===== config.mk =====
export PLATFORM = sky130hd
export DESIGN_NAME = klein_iter_core
export DESIGN_NICKNAME = d
export VERILOG_FILES = /design/src/rtl/klein_pkg.sv /design/src/rtl/klein_round_datapath.sv /design/src/rtl/klein_iter_core.sv
export SDC_FILE = /design/constraint.sdc
export NUM_CORES = 2
export LEC_CHECK = 0
export CAP_MARGIN = 20
export CORE_AREA = 10 10 258 260
export CTS_CLUSTER_SIZE = 20
export DETAILED_ROUTE_END_ITERATION = 6
export DIE_AREA = 0 0 268 270
export GPL_ROUTABILITY_DRIVEN = 0
export GPL_TIMING_DRIVEN = 0
export PLACE_DENSITY_LB_ADDON = 0.2
export SETUP_SLACK_MARGIN = 0.02
export SLEW_MARGIN = 5
export SYNTH_ARGS = -nofsm -noshare
export SYNTH_HDL_FRONTEND = slang
export SYNTH_SLANG_ARGS = --single-unit

===== constraint.sdc =====
create_clock -name clk -period 4.35 [get_ports clk]
set_input_delay 0.87 -clock clk [delete_from_list [all_inputs] [get_ports clk]]
set_output_delay 0.87 -clock clk [all_outputs]
set_load 0.03 [all_outputs]

===== src/rtl/klein_pkg.sv =====
// KLEIN shared definitions: S-box, nibble mixing, key schedule steps and FSM states.
package klein_pkg;

  typedef enum logic [1:0] {
    ST_IDLE  = 2'd0,
    ST_KEXP  = 2'd1,
    ST_ROUND = 2'd2,
    ST_DONE  = 2'd3
  } state_e;

  // Key schedule helpers work on a right-aligned key in a fixed-width container.
  localparam int KW_MAX = 96;

  function automatic int nr_of(input int key_w);
    if (key_w == 64)      return 12;
    else if (key_w == 80) return 16;
    else                  return 20;
  endfunction

  // KLEIN S-box is an involution, so it serves both directions.
  function automatic logic [3:0] sbox(input logic [3:0] x);
    case (x)
      4'h0: return 4'h7;  4'h1: return 4'h4;  4'h2: return 4'ha;  4'h3: return 4'h9;
      4'h4: return 4'h1;  4'h5: return 4'hf;  4'h6: return 4'hb;  4'h7: return 4'h0;
      4'h8: return 4'hc;  4'h9: return 4'h3;  4'ha: return 4'h2;  4'hb: return 4'h6;
      4'hc: return 4'h8;  4'hd: return 4'he;  4'he: return 4'hd;  default: return 4'h5;
    endcase
  endfunction

  function automatic logic [63:0] sub_nibbles(input logic [63:0] s);
    logic [63:0] r;
    for (int n = 0; n < 16; n++) r[4*n +: 4] = sbox(s[4*n +: 4]);
    return r;
  endfunction

  function automatic logic [7:0] xt(input logic [7:0] b);
    return {b[6:0], 1'b0} ^ (b[7] ? 8'h1b : 8'h00);
  endfunction

  // GF(2^8) multiply by a 4-bit constant.
  function automatic logic [7:0] gm(input logic [7:0] b, input logic [3:0] c);
    logic [7:0] x2, x4, x8;
    x2 = xt(b);
    x4 = xt(x2);
    x8 = xt(x4);
    return (c[0] ? b : 8'h00) ^ (c[1] ? x2 : 8'h00) ^ (c[2] ? x4 : 8'h00) ^ (c[3] ? x8 : 8'h00);
  endfunction

  function automatic logic [31:0] mix_col(input logic [31:0] c);
    logic [7:0] b0, b1, b2, b3;
    {b0, b1, b2, b3} = c;
    return {gm(b0, 4'd2) ^ gm(b1, 4'd3) ^ b2 ^ b3,
            b0 ^ gm(b1, 4'd2) ^ gm(b2, 4'd3) ^ b3,
            b0 ^ b1 ^ gm(b2, 4'd2) ^ gm(b3, 4'd3),
            gm(b0, 4'd3) ^ b1 ^ b2 ^ gm(b3, 4'd2)};
  endfunction

  function automatic logic [31:0] inv_mix_col(input logic [31:0] c);
    logic [7:0] b0, b1, b2, b3;
    {b0, b1, b2, b3} = c;
    return {gm(b0, 4'd14) ^ gm(b1, 4'd11) ^ gm(b2, 4'd13) ^ gm(b3, 4'd9),
            gm(b0, 4'd9)  ^ gm(b1, 4'd14) ^ gm(b2, 4'd11) ^ gm(b3, 4'd13),
            gm(b0, 4'd13) ^ gm(b1, 4'd9)  ^ gm(b2, 4'd14) ^ gm(b3, 4'd11),
            gm(b0, 4'd11) ^ gm(b1, 4'd13) ^ gm(b2, 4'd9)  ^ gm(b3, 4'd14)};
  endfunction

  function automatic logic [63:0] mix_nibbles(input logic [63:0] s);
    return {mix_col(s[63:32]), mix_col(s[31:0])};
  endfunction

  function automatic logic [63:0] inv_mix_nibbles(input logic [63:0] s);
    return {inv_mix_col(s[63:32]), inv_mix_col(s[31:0])};
  endfunction

  // S-box the 16 bits starting at bit offset off (bytes 2 and 3 of a half).
  function automatic logic [KW_MAX-1:0] sub_bytes23(input logic [KW_MAX-1:0] b, input int off);
    logic [15:0]       t;
    logic [KW_MAX-1:0] m;
    t = 16'(b >> off);
    t = {sbox(t[15:12]), sbox(t[11:8]), sbox(t[7:4]), sbox(t[3:0])};
    m = {80'd0, 16'hffff} << off;
    return (b & ~m) | ({80'd0, t} << off);
  endfunction

  // sk_i -> sk_{i+1} for a key of key_w bits right-aligned in k.
  function automatic logic [KW_MAX-1:0] key_step(input logic [KW_MAX-1:0] k,
                                                 input logic [7:0] i, input int key_w);
    int                h;
    logic [KW_MAX-1:0] mask, a, b, a1, b1, a2, b2;
    h    = key_w / 2;
    mask = (96'd1 << h) - 96'd1;
    a    = (k >> h) & mask;
    b    = k & mask;
    a1   = ((a << 8) | (a >> (h - 8))) & mask;
    b1   = ((b << 8) | (b >> (h - 8))) & mask;
    a2   = b1 ^ ({88'd0, i} << (h - 24));
    b2   = sub_bytes23(a1 ^ b1, h - 24);
    return (a2 << h) | b2;
  endfunction

  // sk_{i+1} -> sk_i, exact inverse of key_step.
  function automatic logic [KW_MAX-1:0] inv_key_step(input logic [KW_MAX-1:0] k,
                                                     input logic [7:0] i, input int key_w);
    int                h;
    logic [KW_MAX-1:0] mask, a, b, a1, b1, a2, b2;
    h    = key_w / 2;
    mask = (96'd1 << h) - 96'd1;
    a2   = ((k >> h) & mask) ^ ({88'd0, i} << (h - 24));
    b2   = sub_bytes23(k & mask, h - 24);
    b1   = a2;
    a1   = b2 ^ a2;
    a    = ((a1 >> 8) | (a1 << (h - 8))) & mask;
    b    = ((b1 >> 8) | (b1 << (h - 8))) & mask;
    return (a << h) | b;
  endfunction

endpackage


===== src/rtl/klein_round_datapath.sv =====
// One KLEIN round, forward or inverse, purely combinational.
module klein_round_datapath
  import klein_pkg::*;
(
  input  logic        mode,
  input  logic [63:0] state_in,
  input  logic [63:0] rk,
  output logic [63:0] state_out
);

  logic [63:0] enc_sub, enc_rot, dec_mix, dec_rot;

  // Forward: ARK, Sub, rotl16, Mix. Inverse: InvMix, rotr16, Sub, ARK.
  always_comb begin
    enc_sub   = sub_nibbles(state_in ^ rk);
    enc_rot   = {enc_sub[47:0], enc_sub[63:48]};
    dec_mix   = inv_mix_nibbles(state_in);
    dec_rot   = {dec_mix[15:0], dec_mix[63:16]};
    state_out = mode ? (sub_nibbles(dec_rot) ^ rk) : mix_nibbles(enc_rot);
  end

endmodule


===== src/rtl/klein_iter_core.sv =====
// Iterative KLEIN core: one round per cycle, key walked on chip, valid/ready on both sides.
module klein_iter_core
  import klein_pkg::*;
#(
  parameter int KEY_W = 80
) (
  input  logic             clk,
  input  logic             rst_n,
  input  logic             in_valid,
  output logic             in_ready,
  input  logic             mode,
  input  logic [63:0]      data_in,
  input  logic [KEY_W-1:0] key_in,
  output logic             out_valid,
  input  logic             out_ready,
  output logic [63:0]      data_out,
  output logic             busy
);

  localparam int         NR   = nr_of(KEY_W);
  localparam logic [4:0] NR_C = 5'(NR);

  if (!(KEY_W == 64 || KEY_W == 80 || KEY_W == 96)) begin : g_bad_key_w
    $error("klein_iter_core: KEY_W must be 64, 80 or 96");
  end

  state_e           state_q, state_d;
  logic [4:0]       rnd_q, rnd_d;
  logic [KEY_W-1:0] key_q, key_d;
  logic [63:0]      data_q, data_d;
  logic             mode_q, mode_d;
  logic [63:0]      data_out_q, data_out_d;
  logic             in_ready_q, in_ready_d;
  logic             out_valid_q, out_valid_d;
  logic             busy_q, busy_d;

  logic [KEY_W-1:0] fwd_key, inv_key;
  logic [63:0]      rk, rnd_out;

  klein_round_datapath u_dp (
    .mode      (mode_q),
    .state_in  (data_q),
    .rk        (rk),
    .state_out (rnd_out)
  );

  // Next-state logic: key walk, round counter and handshake flags.
  always_comb begin
    fwd_key     = KEY_W'(key_step(KW_MAX'(key_q), {3'b000, rnd_q}, KEY_W));
    inv_key     = KEY_W'(inv_key_step(KW_MAX'(key_q), {3'b000, rnd_q}, KEY_W));
    rk          = mode_q ? inv_key[KEY_W-1 -: 64] : key_q[KEY_W-1 -: 64];
    state_d     = state_q;
    rnd_d       = rnd_q;
    key_d       = key_q;
    data_d      = data_q;
    mode_d      = mode_q;
    data_out_d  = data_out_q;
    in_ready_d  = in_ready_q;
    out_valid_d = out_valid_q;
    busy_d      = busy_q;
    case (state_q)
      ST_IDLE: begin
        if (in_valid) begin
          data_d     = data_in;
          key_d      = key_in;
          mode_d     = mode;
          rnd_d      = 5'd1;
          in_ready_d = 1'b0;
          busy_d     = 1'b1;
          state_d    = mode ? ST_KEXP : ST_ROUND;
        end
      end
      ST_KEXP: begin
        // Walk forward to sk_{NR+1}; decryption starts by undoing the whitening.
        key_d = fwd_key;
        if (rnd_q == NR_C) begin
          data_d  = data_q ^ fwd_key[KEY_W-1 -: 64];
          state_d = ST_ROUND;
        end else begin
          rnd_d = rnd_q + 5'd1;
        end
      end
      ST_ROUND: begin
        data_d = rnd_out;
        if (!mode_q) begin
          key_d = fwd_key;
          if (rnd_q == NR_C) begin
            data_out_d  = rnd_out ^ fwd_key[KEY_W-1 -: 64];
            out_valid_d = 1'b1;
            state_d     = ST_DONE;
          end else begin
            rnd_d = rnd_q + 5'd1;
          end
        end else begin
          key_d = inv_key;
          if (rnd_q == 5'd1) begin
            data_out_d  = rnd_out;
            out_valid_d = 1'b1;
            state_d     = ST_DONE;
          end else begin
            rnd_d = rnd_q - 5'd1;
          end
        end
      end
      default: begin
        if (out_ready) begin
          out_valid_d = 1'b0;
          in_ready_d  = 1'b1;
          busy_d      = 1'b0;
          state_d     = ST_IDLE;
        end
      end
    endcase
  end

  // State and registered outputs; reset aborts any block in flight.
  always_ff @(posedge clk or negedge rst_n) begin
    if (!rst_n) begin
      state_q     <= ST_IDLE;
      rnd_q       <= 5'd0;
      key_q       <= '0;
      data_q      <= 64'd0;
      mode_q      <= 1'b0;
      data_out_q  <= 64'd0;
      in_ready_q  <= 1'b1;
      out_valid_q <= 1'b0;
      busy_q      <= 1'b0;
    end else begin
      state_q     <= state_d;
      rnd_q       <= rnd_d;
      key_q       <= key_d;
      data_q      <= data_d;
      mode_q      <= mode_d;
      data_out_q  <= data_out_d;
      in_ready_q  <= in_ready_d;
      out_valid_q <= out_valid_d;
      busy_q      <= busy_d;
    end
  end

  assign in_ready  = in_ready_q;
  assign out_valid = out_valid_q;
  assign data_out  = data_out_q;
  assign busy      = busy_q;

endmodule


==> key figures <==
STA
  – Max Clk Rate: 205 MHz
  – Setup Skew: 44.8 ps
  – Max-slew headroom: 4.63%
  – Slew Limit Fails: 0
  – Hold Slack: 108 ps
  – Slew of the pin with the lowest slew margin: 1430 ps
  – RSZ-0062 raised after global routing: true
  – Tmin final: 4880 ps
  – Period utilisation layout: 112%
  – Final setup viols: 56
  – Final hold vios: 0
  – Worst setup margin: -530 ps

Clocking
  – TritonCTS clock tree: yes
  – H-tree depth: 2
  – CTS max path bufs: 3
  – Number of CTS-inserted buffers: 34
  – Root Buffer: clkbuf_16
  – Clk Latency, worst-skew pair: 610 ps
  – Clock-pin slew on the worst setup and hold paths: 70 ps
  – Clk sinks: 219

Layout
  – Final nets: 4126
  – Final std cells w/o fill: 4618
  – Final core utilization: 62.0%
  – Reg area: 5490 um2
  – Synth-to-layout area growth: 25.4%
  – Fraction of layout cells with a size suffix above 1: 20.6%
  – Multi-input gate area: 24700 um2
  – Fin area: 38000 um2
  – FILL cells: 5173

Logic synthesis
  – Number of synthesis warnings: 0
  – Commonest cells in the netlist: xnor2_1, nand2_1, xor2_1
  – Yosys top cell by area: dfrtp_1
  – Asr flop ratio synth: 100%
  – Mean Syn Cell Area: 8.81 um2
  – Synthesized instance count: 3436
  – Top_reg_cell synth: dfrtp_1
  – Most frequent cell after synthesis: xnor2_1
  – Share of the synthesized area in the top cell type: 18.0%
  – Sequential fraction of the synthesis area: 18.1%
  – Cell Area, Synth: 30300 um2
  – Post-synth EDFFs: 0
  – Distinct cells, synth: 104
  – Syn_nets: 3760
  – Synthesized flop and latch total: 219
  – Top area cells in the synthesized netlist: dfrtp_1, xnor2_1, xor2_1, mux4_2, ha_1

Run status
  – Violated checks: design-rule violations, negative setup slack
  – Status: finished with violations

Setup path
  – Arr. time, crit path: 5370 ps
  – Crit start category: flip-flop
  – Slowest stage cell, crit path: clkdlybuf4s15_1
  – CP max FO: 10
  – Critical path required time: 4840 ps
  – R2R Setup Slk: -530 ps
  – Worst Path Class, Setup: reg2reg
  – Worst-path cell chain: buf_12 > buf_16 > buf_12 > buf_12 > buf_12 > clkbuf_1 > clkbuf_1 > clkbuf_8 > clkdlybuf4s15_1 > a21oi_2 > o21ai_0
  – CP endpoint kind: flip-flop
  – R2r worst-path depth: 11
  – Worst path max stage delay: 1070 ps
  – Cell mode on critical path: buf_12

Floorplanning
  – DIE WIDTH: 268 um
  – I/O Pins: 216
  – Die height: 270 um
  – Core Region: 61300 um2
  – Die footprint: 72400 um2
  – Rows: 91
  – Initial Util: 49.4%

Run
  – Maxcap violations: 0

Global routing
  – Initial antenna violation count: 10
  – Largest net degree at the start of global routing: 104
  – Vias in the first global route: 28700
  – Total gr overflow: 0
  – Global Route Usage Sum: 40.0%
  – First-pass GRT wire length: 207 mm

Drt
  – DRC viols: 282
  – Routed wire length: 153 mm
  – WL/cell: 33.2 um
  – DR vias/cell: 6.77
  – DRT iter0 DRCs: 5399
  – Pre-antenna DRT Iters: 7
  – Antenna Nets Post-Route: 0
  – DR vias: 31300

Worst hold path
  – Hold crit path type: in2async

Placed design
  – # port buffers: 215
  – Post-DP Area: 33600 um2
  – Total placed cells including tap cells: 4449
  – HPWL after DPL: 112 mm
[cell type report]
class | instances | area share (%)
multi-input combinational | 2744 | 65.1
timing repair buffer | 346 | 9.03
tap | 790 | 2.60
sequential | 219 | 14.5
buffer | 262 | 3.84
inverter | 195 | 2.04
antenna | 4 | 0.0264
clock inverter | 11 | 0.251
clock buffer | 47 | 2.61
[logic make-up (layout without fill, tap and decap cells)]
family | count (synthesis) | in the layout | synth area share [%]
compound gates | 729 | 729 | 15.7
xor+xnor | 939 | 939 | 30.4
fa+ha+maj | 175 | 175 | 7.23
buf+inv | 473 | 861 | 6.96
flops | 219 | 219 | 18.1
mux | 228 | 228 | 12.0
other cells | 0 | 4 | 0
simple gates | 673 | 673 | 9.64
[critical path: cells and delay by family, from the launching register on]
| kind | cells | cell delay [ps] |
|---|---|---|
| buffers and inverters | 9 | 3850 |
| DFF | 1 | 400 |
| AOI/OAI and AO/OA | 2 | 450 |
[layer usage]
metal	vias to the layer above	track usage [%]	wire (um)
li1	12400	-	-
met5	-	2.98	511
met1	14900	45.0	50100
met3	986	22.2	27000
met4	16	31.3	16400
met2	2973	54.8	59400
[state kept, by name, indices dropped and copies added, names as in the netlist]
signal and flops:
busy 1, rnd_q 5, data_q 64, in_ready 1
mode_q 1, key_q 80, data_out 64, out_valid 1
state_q 2
[final timing paths]
check	from	endpoint
worst max-delay path	mode_q	data_out[0]
worst min register to register	data_out[25]	data_out[25]
worst min-delay path	rst_n	key_q[76]
max in group asynchronous	rst_n	data_q[59]
min in group clk	data_out[25]	data_out[25]
worst max register to register	mode_q	data_out[0]
[repair_timing]
item | CTS | global route
resized for setup | 170 | 216
hold buffers | 0 | 0
hold endpoints to repair | 0 | 0
setup buffers | 55 | 58
pin swaps | 47 | 102
setup endpoints to repair | 123 | 110
[through the flow]
step           setup WS (ps)   TNS, ps
5_1_grt                 -217     -2440
6_report                -530     -7810
3_5_place_dp           -1040    -60490
4_1_cts                 16.1         0
2_1_floorplan           45.8         0
3_3_place_gp           -8100  -1820560
[cells in the final DEF (no fill, tap or decap), types with 14 or more instances in the layout]
cell type        synthesis  routed
buf_4                   20     111
clkbuf_8                 5      14
clkdlybuf4s50_1          0     214
a221oi_1                59      51
o31ai_1                 48      46
nand2_1                297     295
nand3_1                 19      19
o21ai_2                  3      17
a21oi_1                143     133
ha_1                   175     159
xnor2_1                567     483
nor3_1                  69      64
nor2_1                 195     194
buf_2                   54      49
clkbuf_16                0      35
xnor2_4                  4      20
buf_12                   2      16
a211oi_1                19      17
mux2i_1                103      88
clkbuf_1               168     150
o21ai_0                222     205
dfrtp_1                218     215
or3_1                   18      18
xnor3_1                 16      15
mux4_2                 100     101
mux2i_2                  7      16
buf_8                    1      14
xor2_2                  21      53
buf_6                   11      25
o221ai_1                19      18
xor2_1                 268     217
inv_1                  180     168
o21ai_1                 44      44
xnor2_2                 57     125
xor2_4                   2      21
o211ai_1                53      53
Power is left out: the tool's default activity adds up to more than one toggle a clock period on the data nets, which glitch-free logic cannot reach.
